File: config.mk
export PLATFORM = sky130hd
export DESIGN_NAME = evu_event_sched
export DESIGN_NICKNAME = d
export VERILOG_FILES = /design/src/rtl/evu_event_sched.sv
export SDC_FILE = /design/constraint.sdc
export NUM_CORES = 1
export LEC_CHECK = 0
export ABC_AREA = 1
export CAP_MARGIN = 20
export CORE_MARGIN = 3
export CORE_UTILIZATION = 45
export CTS_BUF_LIST = sky130_fd_sc_hd__clkbuf_8
export CTS_CLUSTER_SIZE = 12
export DETAILED_ROUTE_END_ITERATION = 6
export PLACE_DENSITY = 0.72
export SYNTH_ARGS = -nofsm -noshare
export SYNTH_HDL_FRONTEND = slang
export SYNTH_SLANG_ARGS = --single-unit
File: constraint.sdc
create_clock -name clk_i -period 4.05 [get_ports clk_i]
set_input_delay 0.81 -clock clk_i [delete_from_list [all_inputs] [get_ports clk_i]]
set_output_delay 0.81 -clock clk_i [all_outputs]
set_load 0.02 [all_outputs]
File: src/rtl/evu_event_sched.sv
// Event scheduler: per-line saturating event counters, drained one line at a time
// through a round-robin arbiter into a single valid/ready output record.
module evu_event_sched #(
  parameter int NUM_EVT = 5,
  parameter int CNT_W   = 8,
  parameter int INFO_W  = 4
) (
  input  logic                       clk_i,
  input  logic                       rst_ni,
  input  logic                       enable_i,
  input  logic                       flush_i,
  input  logic [NUM_EVT-1:0]         evt_i,
  input  logic [INFO_W-1:0]          info_i,
  output logic                       out_valid_o,
  input  logic                       out_ready_i,
  output logic [$clog2(NUM_EVT)-1:0] out_id_o,
  output logic [CNT_W-1:0]           out_count_o,
  output logic [INFO_W-1:0]          out_info_o,
  output logic [NUM_EVT-1:0]         overflow_o
);

  localparam int                ID_W     = $clog2(NUM_EVT);
  localparam logic [CNT_W-1:0]  CNT_MAX  = '1;
  localparam logic [ID_W-1:0]   LAST_RST = ID_W'(NUM_EVT - 1);
  localparam logic [0:0]        S_EMPTY  = 1'b0;
  localparam logic [0:0]        S_FULL   = 1'b1;

  logic [0:0]         state_q, state_d;
  logic [CNT_W-1:0]   cnt_q   [NUM_EVT];
  logic [CNT_W-1:0]   cnt_d   [NUM_EVT];
  logic [INFO_W-1:0]  linfo_q [NUM_EVT];
  logic [INFO_W-1:0]  linfo_d [NUM_EVT];
  logic [NUM_EVT-1:0] ovf_q, ovf_d;
  logic [NUM_EVT-1:0] pend, acc;
  logic [ID_W-1:0]    last_q, last_d;
  logic [ID_W-1:0]    id_q, id_d;
  logic [CNT_W-1:0]   count_q, count_d;
  logic [INFO_W-1:0]  info_q, info_d;
  logic [ID_W-1:0]    gnt_idx;
  logic               gnt_vld;
  logic               slot_open;

  genvar gi;
  generate
    for (gi = 0; gi < NUM_EVT; gi++) begin : g_line
      assign pend[gi] = (cnt_q[gi] != '0);
      assign acc[gi]  = enable_i & evt_i[gi];
    end
  endgenerate

  assign slot_open = (state_q == S_EMPTY) || out_ready_i;

  // Scan from last_grant+1 upward; descending loop lets the nearest pending line win.
  always_comb begin
    gnt_vld = 1'b0;
    gnt_idx = '0;
    for (int k = NUM_EVT; k >= 1; k--) begin
      if (pend[(int'(last_q) + k) % NUM_EVT]) begin
        gnt_vld = slot_open;
        gnt_idx = ID_W'((int'(last_q) + k) % NUM_EVT);
      end
    end
  end

  always_comb begin
    state_d = state_q;
    last_d  = last_q;
    id_d    = id_q;
    count_d = count_q;
    info_d  = info_q;
    ovf_d   = ovf_q;
    for (int i = 0; i < NUM_EVT; i++) begin
      cnt_d[i]   = cnt_q[i];
      linfo_d[i] = linfo_q[i];
    end
    if (flush_i) begin
      state_d = S_EMPTY;
      last_d  = LAST_RST;
      id_d    = '0;
      count_d = '0;
      info_d  = '0;
      ovf_d   = '0;
      for (int i = 0; i < NUM_EVT; i++) begin
        cnt_d[i]   = '0;
        linfo_d[i] = '0;
      end
    end else begin
      for (int i = 0; i < NUM_EVT; i++) begin
        if (acc[i]) linfo_d[i] = info_i;
        // A granted line restarts from the event arriving in the same cycle, if any.
        if (gnt_vld && (gnt_idx == ID_W'(i))) begin
          cnt_d[i] = acc[i] ? CNT_W'(1) : '0;
        end else if (acc[i]) begin
          if (cnt_q[i] == CNT_MAX) ovf_d[i] = 1'b1;
          else                     cnt_d[i] = cnt_q[i] + 1'b1;
        end
      end
      if (gnt_vld) begin
        state_d = S_FULL;
        id_d    = gnt_idx;
        count_d = cnt_q[gnt_idx];
        info_d  = linfo_q[gnt_idx];
        last_d  = gnt_idx;
      end else if ((state_q == S_FULL) && out_ready_i) begin
        state_d = S_EMPTY;
      end
    end
  end

  always_ff @(posedge clk_i or negedge rst_ni) begin
    if (!rst_ni) begin
      state_q <= S_EMPTY;
      last_q  <= LAST_RST;
      id_q    <= '0;
      count_q <= '0;
      info_q  <= '0;
      ovf_q   <= '0;
      for (int i = 0; i < NUM_EVT; i++) begin
        cnt_q[i]   <= '0;
        linfo_q[i] <= '0;
      end
    end else begin
      state_q <= state_d;
      last_q  <= last_d;
      id_q    <= id_d;
      count_q <= count_d;
      info_q  <= info_d;
      ovf_q   <= ovf_d;
      for (int i = 0; i < NUM_EVT; i++) begin
        cnt_q[i]   <= cnt_d[i];
        linfo_q[i] <= linfo_d[i];
      end
    end
  end

  assign out_valid_o = (state_q == S_FULL);
  assign out_id_o    = id_q;
  assign out_count_o = count_q;
  assign out_info_o  = info_q;
  assign overflow_o  = ovf_q;

endmodule

==> results.yml, run 1 <==
critical_path:
  cpPeakStageDelay_ns: 0.46
  crit_required_ns: 4.36
  crit_family: "simple AND/OR/NAND/NOR gates"
  critPathArrivalTime_ns: 4.07
  r2r_slack_ns: 0.29
  crit_top_cell: "nand2_1"
  crit_start: "last_q[0]"
  r2r_start: "last_q[0]"
  path_max_fanout: 8
  crit_end: "cnt_q[39]"
  critPathCaptureType: "flop"
  cp_num_cells: 31
  startpoint_type: "flop"
  path_class: "reg -> reg"
  crit_slowest_cell: "dfrtp_2"
  critical_path_buf_inv_count: 7
  r2r-end: "cnt_q[39]"
  reg2regPathDepth: 31
routing:
  drc: 0
  met1_length_mm: 7.76
  dr.pass1.iters: 5
  wl_mm: 16.6
  ant_nets: 0
  wl_met3_um: 606
  vias: 6227
  wire_per_inst_um: 13.8
  vias_per_cell: 5.19
  drtIter0Drc: 492
  wl_met2_mm: 7.77
  top_layer_used: "met4"
synthesis:
  synthSimpleGateAreaFrac: 0.401
  synthMuxAreaShare: 0.00156
  synth_xor_area_frac: 0.00916
  ys_types: 43
  synth_area_leader_cell: "dfrtp_1"
  yosysWarningCount: 0
  synth.area.top_cells: "dfrtp_1 (32%), nand2_1 (18%), nand3_1 (8.4%), inv_1 (7.2%), ha_1 (6.2%)"
  synth_seq_cells: 82
  synth_seq_area_share: 0.320
  async_flop_share: 1.00
  netlist_area_mm2: 0.00642
  synth_compound_area_frac: 0.0969
  synth_nets: 1003
  synthAdderAreaFrac: 0.0624
  syn_area_per_cell_um2: 6.71
  ys.flop_type: "dfrtp_1"
  synth_top_family_by_area: "simple AND/OR/NAND/NOR gates"
  syn_inst: 957
  synth_top_area_frac: 0.316
  synth_edf_count: 0
cells_and_area:
  fillers: 1316
  finalInstanceArea_mm2: 0.00754
  antenna_cells: 0
  stdcell_count: 1200
  nets: 1061
  synthToLayoutAreaGrowth_pct: 17.5
  layout-drive-gt1-share: 0.155
clock_tree:
  path_clk_slew_ns: 0.09
  root_buffer: "clkbuf_8"
  numCtsBuffers: 9
  clock_latency_ns: 0.38
  h-tree-depth: 3
  tritoncts: "yes"
  cts_buffer_depth: 2
  numClockSinks: 82
die:
  die_width_um: 125
  die_h_um: 125
  num_rows: 43
  ios: 35
  die-area_mm2: 0.0157
  start_util: 0.461
  core_mm2: 0.0139
timing:
  layout_min_cycle_time_ns: 3.76
  min_period_over_period: 0.929
  slew_headroom: 0.600
  worst_pin_slew_ns: 0.600
  fin_skew_ns: 0.0122
  fmax_mhz: 266
  slew_viol_final: 0
  setup_viol: 0
  hold_viol: 0
  setup-tns-final_ns: 0
global_route:
  grt_antenna_before_repair: 0
  track_usage: 0.215
  grt_pass1_vias: 5896
  grt_overflow_total: 0
  grt_pass1_wl_mm: 28.0
  grt_max_degree: 83
run_status:
  status: "completed"
place:
  post-place-cells: 1170
  place_hpwl_mm: 12.4
  place_congestion: 0.933
  numPortBuffers: 34
  dpl-instance-area_mm2: 0.00698
min_path:
  hold_path_class: "in -> async"
job:
  cap_violations: 0
## cells in the mapped netlist, drive strengths merged, types with 2 or more instances
| library cell | instances |
|---|---|
| a31oi | 2 |
| nand4 | 15 |
| ha | 32 |
| nand3b | 14 |
| clkinv | 3 |
| o21ai | 67 |
| nor3 | 9 |
| inv | 136 |
| a32oi | 3 |
| xor2 | 5 |
| o22ai | 15 |
| clkbuf | 5 |
| nor2 | 53 |
| or2 | 10 |
| nand3 | 111 |
| dfrtp | 81 |
| a21oi | 18 |
| nand2 | 351 |
| buf | 19 |
## per-stage QoR
step	hold slack (ns)	util	worst slack, ns
after CTS	0.490	0.515	0.0665
after global placement	0.467	0.501	0.0898
after global routing	0.271	0.541	-0.0369
after detailed placement	0.469	0.501	0.0894
final	0.271	0.541	0.287
after floorplan	0.459	-	0.280
## cell usage in the layout (no fill, tap or decap), drive strengths merged
master         Yosys  final
nor4               1      1
clkinv             3      4
nand4             15     15
clkinvlp           0      1
dfrtp             81     81
nand3b            14     14
a32oi              3      3
inv              136    139
nor3               9      9
buf               19     38
clkdlybuf4s50      0     33
dfstp              1      1
nand3            111    111
a31oi              2      2
o22ai             15     15
o21ai             67     67
nor3b              1      1
a21oi             18     18
or2               10     10
o21bai             1      1
mux2i              1      1
nand2            351    351
clkbuf             5      9
a21boi             1      1
o211ai             1      1
xor2               5      5
nor2              53     53
o21a               1      1
bufinv             0      2
ha                32     32
## area by class of cell
class,count,area (µm²),area share
multi-input cells,712,3850,0.510
flip-flops and latches,82,2050,0.272
repair buffers,71,676,0.0896
inverters,139,536,0.0710
well taps,180,225,0.0299
clock buffers,9,124,0.0164
clock inverters,7,80.1,0.0106
## cells by family (layout without fill, tap and decap cells)
family	count (synthesis)	count (layout)
flip-flops	82	82
buffers and inverters	163	226
adder cells (fa/ha/maj)	32	32
XOR/XNOR	5	5
AO/OA/AOI/OAI	109	109
multiplexers	1	1
AND/OR/NAND/NOR	565	565
## flip-flops by register name, summed over array words and instances (netlist names)
register and cells:
cnt_q 40, last_q 3, linfo_q 20, out_count_o 8
out_id_o 1, out_info_o 4, out_valid_o 1, overflow_o 5
## timing repair
action,CTS,global route
resized for setup,0,54
endpoints found under the hold margin,0,0
hold buffers,0,0
endpoints found under the setup margin,0,61
buffers inserted,0,13
## layer usage
metal	vias up	track usage
met4	0	0.0816
met5	-	0
li1	3172	-
met1	2889	0.299
met3	30	0.0308
met2	136	0.339
## how the worst min path moves through the flow
stage	startpoint	end	slack [ns]	cells past startpoint
3_5_place_dp	out_info_o[3]	out_info_o[3]	0.47	2
5_1_grt	rst_ni	out_count_o[4]	0.27	1
2_1_floorplan	cnt_q[30]	cnt_q[30]	0.46	2
3_3_place_gp	out_count_o[3]	out_count_o[3]	0.47	2
6_report	rst_ni	last_q[1]	0.27	1
4_1_cts	out_info_o[3]	out_info_o[3]	0.49	2
Power of run 1 is not shown: default switching activity piles up to over one toggle a cycle in this logic, so the estimate is an artifact.
==> inputs of run 2 (changes only) <==
--- a/config.mk
+++ b/config.mk
@@ -7,12 +7,11 @@
 export LEC_CHECK = 0
 export ABC_AREA = 1
 export CAP_MARGIN = 20
-export CORE_MARGIN = 3
 export CORE_UTILIZATION = 45
 export CTS_BUF_LIST = sky130_fd_sc_hd__clkbuf_8
 export CTS_CLUSTER_SIZE = 12
 export DETAILED_ROUTE_END_ITERATION = 6
-export PLACE_DENSITY = 0.72
+export PLACE_DENSITY = 0.7
 export SYNTH_ARGS = -nofsm -noshare
 export SYNTH_HDL_FRONTEND = slang
 export SYNTH_SLANG_ARGS = --single-unit
==> constraint.sdc (replaced) <==
create_clock -name clk_i -period 3.5 [get_ports clk_i]
set_input_delay 0.7 -clock clk_i [delete_from_list [all_inputs] [get_ports clk_i]]
set_output_delay 0.7 -clock clk_i [all_outputs]
set_load 0.02 [all_outputs]
==> run 2 against run 1 <==
The flow now finishes with violations (negative setup slack). Flip-flop and latch count did not move. Wire length rose by 16%. Critical path depth fell by 4. Largest cell class unchanged. Setup slack got worse by 0.52 ns.
==> results.yml, run 2 (synthesis results as in run 1) <==
run_status:
  status: "complete, but fails checks"
  failed_checks: "negative setup slack"
critical_path:
  path_max_fanout: 8
  crit_required_ns: 3.79
  startpoint_type: "flop"
  path_class: "reg -> reg"
  critPathArrivalTime_ns: 4.03
  crit_slowest_cell: "dfstp_2"
  critical_path_buf_inv_count: 6
  critPathCaptureType: "flop"
  crit_family: "simple AND/OR/NAND/NOR gates"
  cpPeakStageDelay_ns: 0.65
cells_and_area:
  layout-drive-gt1-share: 0.355
  final_cell_mix: "nand2_1 (246), inv_1 (108), buf_4 (106)"
  antenna_cells: 0
  nets: 1161
  fillers: 1135
  top_register: "cnt_q"
  largest_reg_flops: 40
  synthToLayoutAreaGrowth_pct: 42.0
  layout_commonest_cell: "nand2_1"
place:
  place_hpwl_mm: 12.9
  numPortBuffers: 34
  place_ws_ns: -0.214
  place_congestion: 0.916
clock_tree:
  cts_buffer_depth: 2
  path_clk_slew_ns: 0.08
  root_buffer: "clkbuf_8"
  h-tree-depth: 3
  clock_latency_ns: 0.38
  numCtsBuffers: 9
  numClockSinks: 82
  tritoncts: "yes"
global_route:
  met2_usage: 0.402
  grtUsageMet3: 0.0338
  grt-busiest-layer: "met2"
  grt_pass1_wl_mm: 29.2
  grt_overflow_total: 0
  met1_usage: 0.343
  grt_max_degree: 83
  track_usage: 0.252
  grt_pass1_vias: 6139
  grt_antenna_before_repair: 0
routing:
  wire_per_inst_um: 14.8
  dr.pass1.iters: 6
  drtIter0Drc: 565
  vias_per_cell: 5.31
  vias: 6900
  ant_nets: 0
  drc: 0
  wl_mm: 19.2
timing:
  worst_pin_slew_ns: 0.771
  fmax_mhz: 268
  min_period_over_period: 1.07
  hold_viol: 0
  rsz0062_at_grt: "true"
  slew_viol_final: 0
  fin_skew_ns: 0.0113
  slew_headroom: 0.485
  layout_min_cycle_time_ns: 3.74
  setup_viol: 57
  timing.final.ws_setup_ns: -0.236
die:
  start_util: 0.463
  die_width_um: 121
  num_rows: 43
  die-area_mm2: 0.0147
  die_h_um: 121
  ios: 35
  core_mm2: 0.0139
job:
  cap_violations: 0
min_path:
  hold_path_class: "in -> async"
==> run 2: worst paths after layout <==
kind / from / depth (start not counted) / end / slack [ns]
max in group asynchronous: rst_ni / 2 / cnt_q[19] / 2.71
worst min register to register: out_count_o[2] / 2 / out_count_o[2] / 0.47
min in group clk_i: out_count_o[2] / 2 / out_count_o[2] / 0.47
worst max-delay path: last_q[2] / 27 / cnt_q[9] / -0.24
worst min-delay path: rst_ni / 1 / cnt_q[5] / 0.17
worst max register to register: last_q[2] / 27 / cnt_q[9] / -0.24
==> run 2: metrics by stage <==
| stage | setup TNS (ns) | std cells | area, µm² | utilization | hold WS [ns] |
|---|---|---|---|---|---|
| 2_1_floorplan | 0 | 957 | 6460 | - | 0.404 |
| 6_report | -8.46 | 1300 | 9110 | 0.657 | 0.167 |
| 3_5_place_dp | -9.46 | 1237 | 7520 | 0.542 | 0.469 |
| 5_1_grt | -19.54 | 1300 | 9110 | 0.657 | 0.163 |
| 4_1_cts | -0.310 | 1278 | 8150 | 0.587 | 0.488 |
| 3_3_place_gp | -2.47 | 1237 | 7520 | 0.542 | 0.464 |
==> run 2: what timing repair did <==
| item | in CTS | in global routing |
|---|---|---|
| buffers inserted | 25 | 19 |
| pin swaps | 38 | 79 |
| resized for setup | 64 | 187 |
| endpoints found under the setup margin | 61 | 61 |
| hold buffers | 0 | 0 |
| cloned | 0 | 3 |
==> run 2: metal layers <==
metal / vias up / share of wire / wire length (µm)
li1: 3375 / - / -
met2: 209 / 0.49 / 9380
met1: 3277 / 0.44 / 8460
met3: 39 / 0.043 / 832
met4: 0 / 0.029 / 567
met5: - / 0 / 0
==> run 2: worst register-to-register path: stages (launching register included) <==
cell	delay, ns
dfstp_2	0.65
buf_6	0.13
nand2_2	0.06
nand2_2	0.09
inv_2	0.06
ha_4	0.16
inv_4	0.05
ha_4	0.18
nor2_1	0.09
o21ai_1	0.08
o21ai_2	0.29
nand2_2	0.15
nand2_4	0.11
nand2_4	0.07
nor3_4	0.20
inv_2	0.08
nand2_4	0.10
inv_4	0.04
nand2_2	0.06
nand3_2	0.06
nand2_2	0.08
nand2_4	0.10
buf_12	0.15
nor2_4	0.13
nand2_4	0.11
nand2_8	0.13
nand2_8	0.09
o22ai_1	0.16
==> run 2: layout make-up <==
type / instances / area, µm² / share of cell area
Clock buffer: 11 / 151 / 0.0166
Clock inverter: 5 / 46.3 / 0.00508
Inverter: 139 / 554 / 0.0608
Multi-Input combinational cell: 713 / 4540 / 0.498
Sequential cell: 82 / 2060 / 0.226
Tap cell: 180 / 225 / 0.0247
Timing Repair Buffer: 170 / 1540 / 0.169
Power of run 2 is left out for the same reason.
==> inputs of run 3 (changes only) <==
--- a/config.mk
+++ b/config.mk
@@ -7,11 +7,12 @@
 export LEC_CHECK = 0
 export ABC_AREA = 1
 export CAP_MARGIN = 20
-export CORE_UTILIZATION = 45
+export CORE_UTILIZATION = 30
 export CTS_BUF_LIST = sky130_fd_sc_hd__clkbuf_8
 export CTS_CLUSTER_SIZE = 12
 export DETAILED_ROUTE_END_ITERATION = 6
-export PLACE_DENSITY = 0.7
+export PLACE_DENSITY = 0.53
+export SLEW_MARGIN = 0
 export SYNTH_ARGS = -nofsm -noshare
 export SYNTH_HDL_FRONTEND = slang
 export SYNTH_SLANG_ARGS = --single-unit
==> run 3 against run 2 <==
The flow still finishes with violations (negative setup slack). Non-clock buffer count is 13 lower. Sequential share of layout area fell by 0.64 points. Fmax up 3.9%. Clock skew up 0.0026 ns. Largest cell class unchanged. Setup slack improved by 0.14 ns. Via count down 4.5%. Global-route usage decreased by 7.4 points. Flip-flop and latch count unchanged. Critical path depth unchanged.
==> results.yml, run 3 (synthesis results as in run 1) <==
run_status:
  status: "complete, but fails checks"
  failed_checks: "negative setup slack"
routing:
  vias: 6590
  wl_mm: 19.7
  dr.pass1.iters: 5
  drc: 0
  drtIter0Drc: 308
  wire_per_inst_um: 14.3
  ant_nets: 0
  vias_per_cell: 4.77
critical_path:
  r2r_start: "last_q[2]"
  critPathCaptureType: "flop"
  reg2regPathDepth: 27
  critPathArrivalTime_ns: 3.87
  startpoint_type: "flop"
  crit_required_ns: 3.78
  r2r-end: "cnt_q[32]"
  crit_start: "last_q[2]"
  r2r_slack_ns: -0.1
  crit_end: "cnt_q[32]"
  path_class: "reg -> reg"
  path_max_fanout: 8
timing:
  hold_viol: 0
  layout_min_cycle_time_ns: 3.60
  fmax_mhz: 278
  rsz0062_at_grt: "true"
  setup_viol: 53
  min_period_over_period: 1.03
  slew_headroom: 0.564
  fin_skew_ns: 0.0139
  worst_pin_slew_ns: 0.651
  slew_viol_final: 0
  timing.hold.ws_ns: 0.0917
  timing.final.ws_setup_ns: -0.0962
cells_and_area:
  synthToLayoutAreaGrowth_pct: 46.1
  final_cell_mix: "nand2_1 (244), inv_1 (108), buf_4 (89)"
  largest_reg_flops: 40
  seq_area_mm2: 0.00206
  antenna_cells: 0
  finalInstanceArea_mm2: 0.00938
  layout-drive-gt1-share: 0.356
  fillers: 2125
  top_register: "cnt_q"
  nets: 1147
  post-route-util: 0.446
  layout_commonest_cell: "nand2_1"
  multi_input_area_mm2: 0.00472
die:
  die_width_um: 148
  core_mm2: 0.0210
  die-area_mm2: 0.0220
  ios: 35
  num_rows: 53
  die_h_um: 148
  start_util: 0.305
min_path:
  hold_path_class: "in -> async"
global_route:
  grt_antenna_before_repair: 0
  grt_pass1_vias: 6177
  grt_max_degree: 82
  track_usage: 0.178
  grt_pass1_wl_mm: 31.2
  grt_overflow_total: 0
clock_tree:
  root_buffer: "clkbuf_8"
  h-tree-depth: 3
  numCtsBuffers: 9
  path_clk_slew_ns: 0.10
  numClockSinks: 82
  tritoncts: "yes"
  cts_buffer_depth: 2
  clock_latency_ns: 0.38
place:
  dpl-instance-area_mm2: 0.00775
  numPortBuffers: 34
  place_ws_ns: -0.224
  place_congestion: 0.843
  place_hpwl_mm: 14.2
job:
  cap_violations: 0
## run 3: changes by cell type in the layout (fill, tap and decap cells not counted), sizes merged
cell / previous run / this run
buf: 136 / 123
bufinv: 1 / 2
clkbuf: 12 / 10
clkinv: 3 / 4
clkinvlp: 0 / 2
inv: 140 / 138
nand2: 352 / 351
## run 3: worst min-delay path by stage
stage / start / endpoint / slack [ns] / cells past startpoint
5_1_grt: rst_ni / linfo_q[14] / 0.08 / 1
3_3_place_gp: out_info_o[1] / out_info_o[1] / 0.47 / 2
2_1_floorplan: rst_ni / cnt_q[0] / 0.40 / 0
4_1_cts: rst_ni / linfo_q[14] / 0.07 / 1
6_report: rst_ni / linfo_q[14] / 0.09 / 1
3_5_place_dp: out_count_o[7] / out_count_o[7] / 0.48 / 2
## run 3: cell type report
cell class	count	share of cell area
Sequential cell	82	0.219
Clock buffer	9	0.0132
Timing Repair Buffer	157	0.157
Tap cell	275	0.0367
Inverter	139	0.0603
Clock inverter	7	0.0100
Multi-Input combinational cell	712	0.503
## run 3: per-stage QoR
step,cells,TNS (ns)
final,1381,-1.74
after global routing,1381,-13.97
after CTS,1368,-0.453
after detailed placement,1335,-9.49
after global placement,1335,-5.69
after floorplan,957,0
## run 3: per-layer routing
metal  GRT usage  routed length, µm
met4      0.0665                372
met5           0                  0
met1       0.244               9360
met2       0.293               9500
met3      0.0147                490
## run 3: timing repair
action                                 CTS  global route
cloned                                   1             2
resized for setup                      103           181
pin swaps                               71            98
hold buffers                             0             0
buffers inserted                        16            11
setup endpoints to repair               61            61
endpoints found under the hold margin    0             0
## run 3: critical path: stages, from the launching register on
cell	delay, ns
dfstp_2	0.68
inv_4	0.09
nand2_4	0.07
nand2_4	0.07
buf_6	0.13
ha_1	0.17
inv_1	0.05
ha_1	0.21
nand3b_1	0.20
nand2_4	0.14
nand2_4	0.09
nand2_4	0.07
nand3_2	0.07
nand2_2	0.11
nand2_2	0.07
nand3_4	0.08
nand2_4	0.07
nor3b_4	0.23
nand3_4	0.12
o21ai_4	0.12
nor2_4	0.08
buf_6	0.14
nand2_4	0.09
nand2_4	0.08
nand2_8	0.12
clkinv_4	0.05
nand2_2	0.05
nand2_1	0.04
Power of run 3 is left out for the same reason.
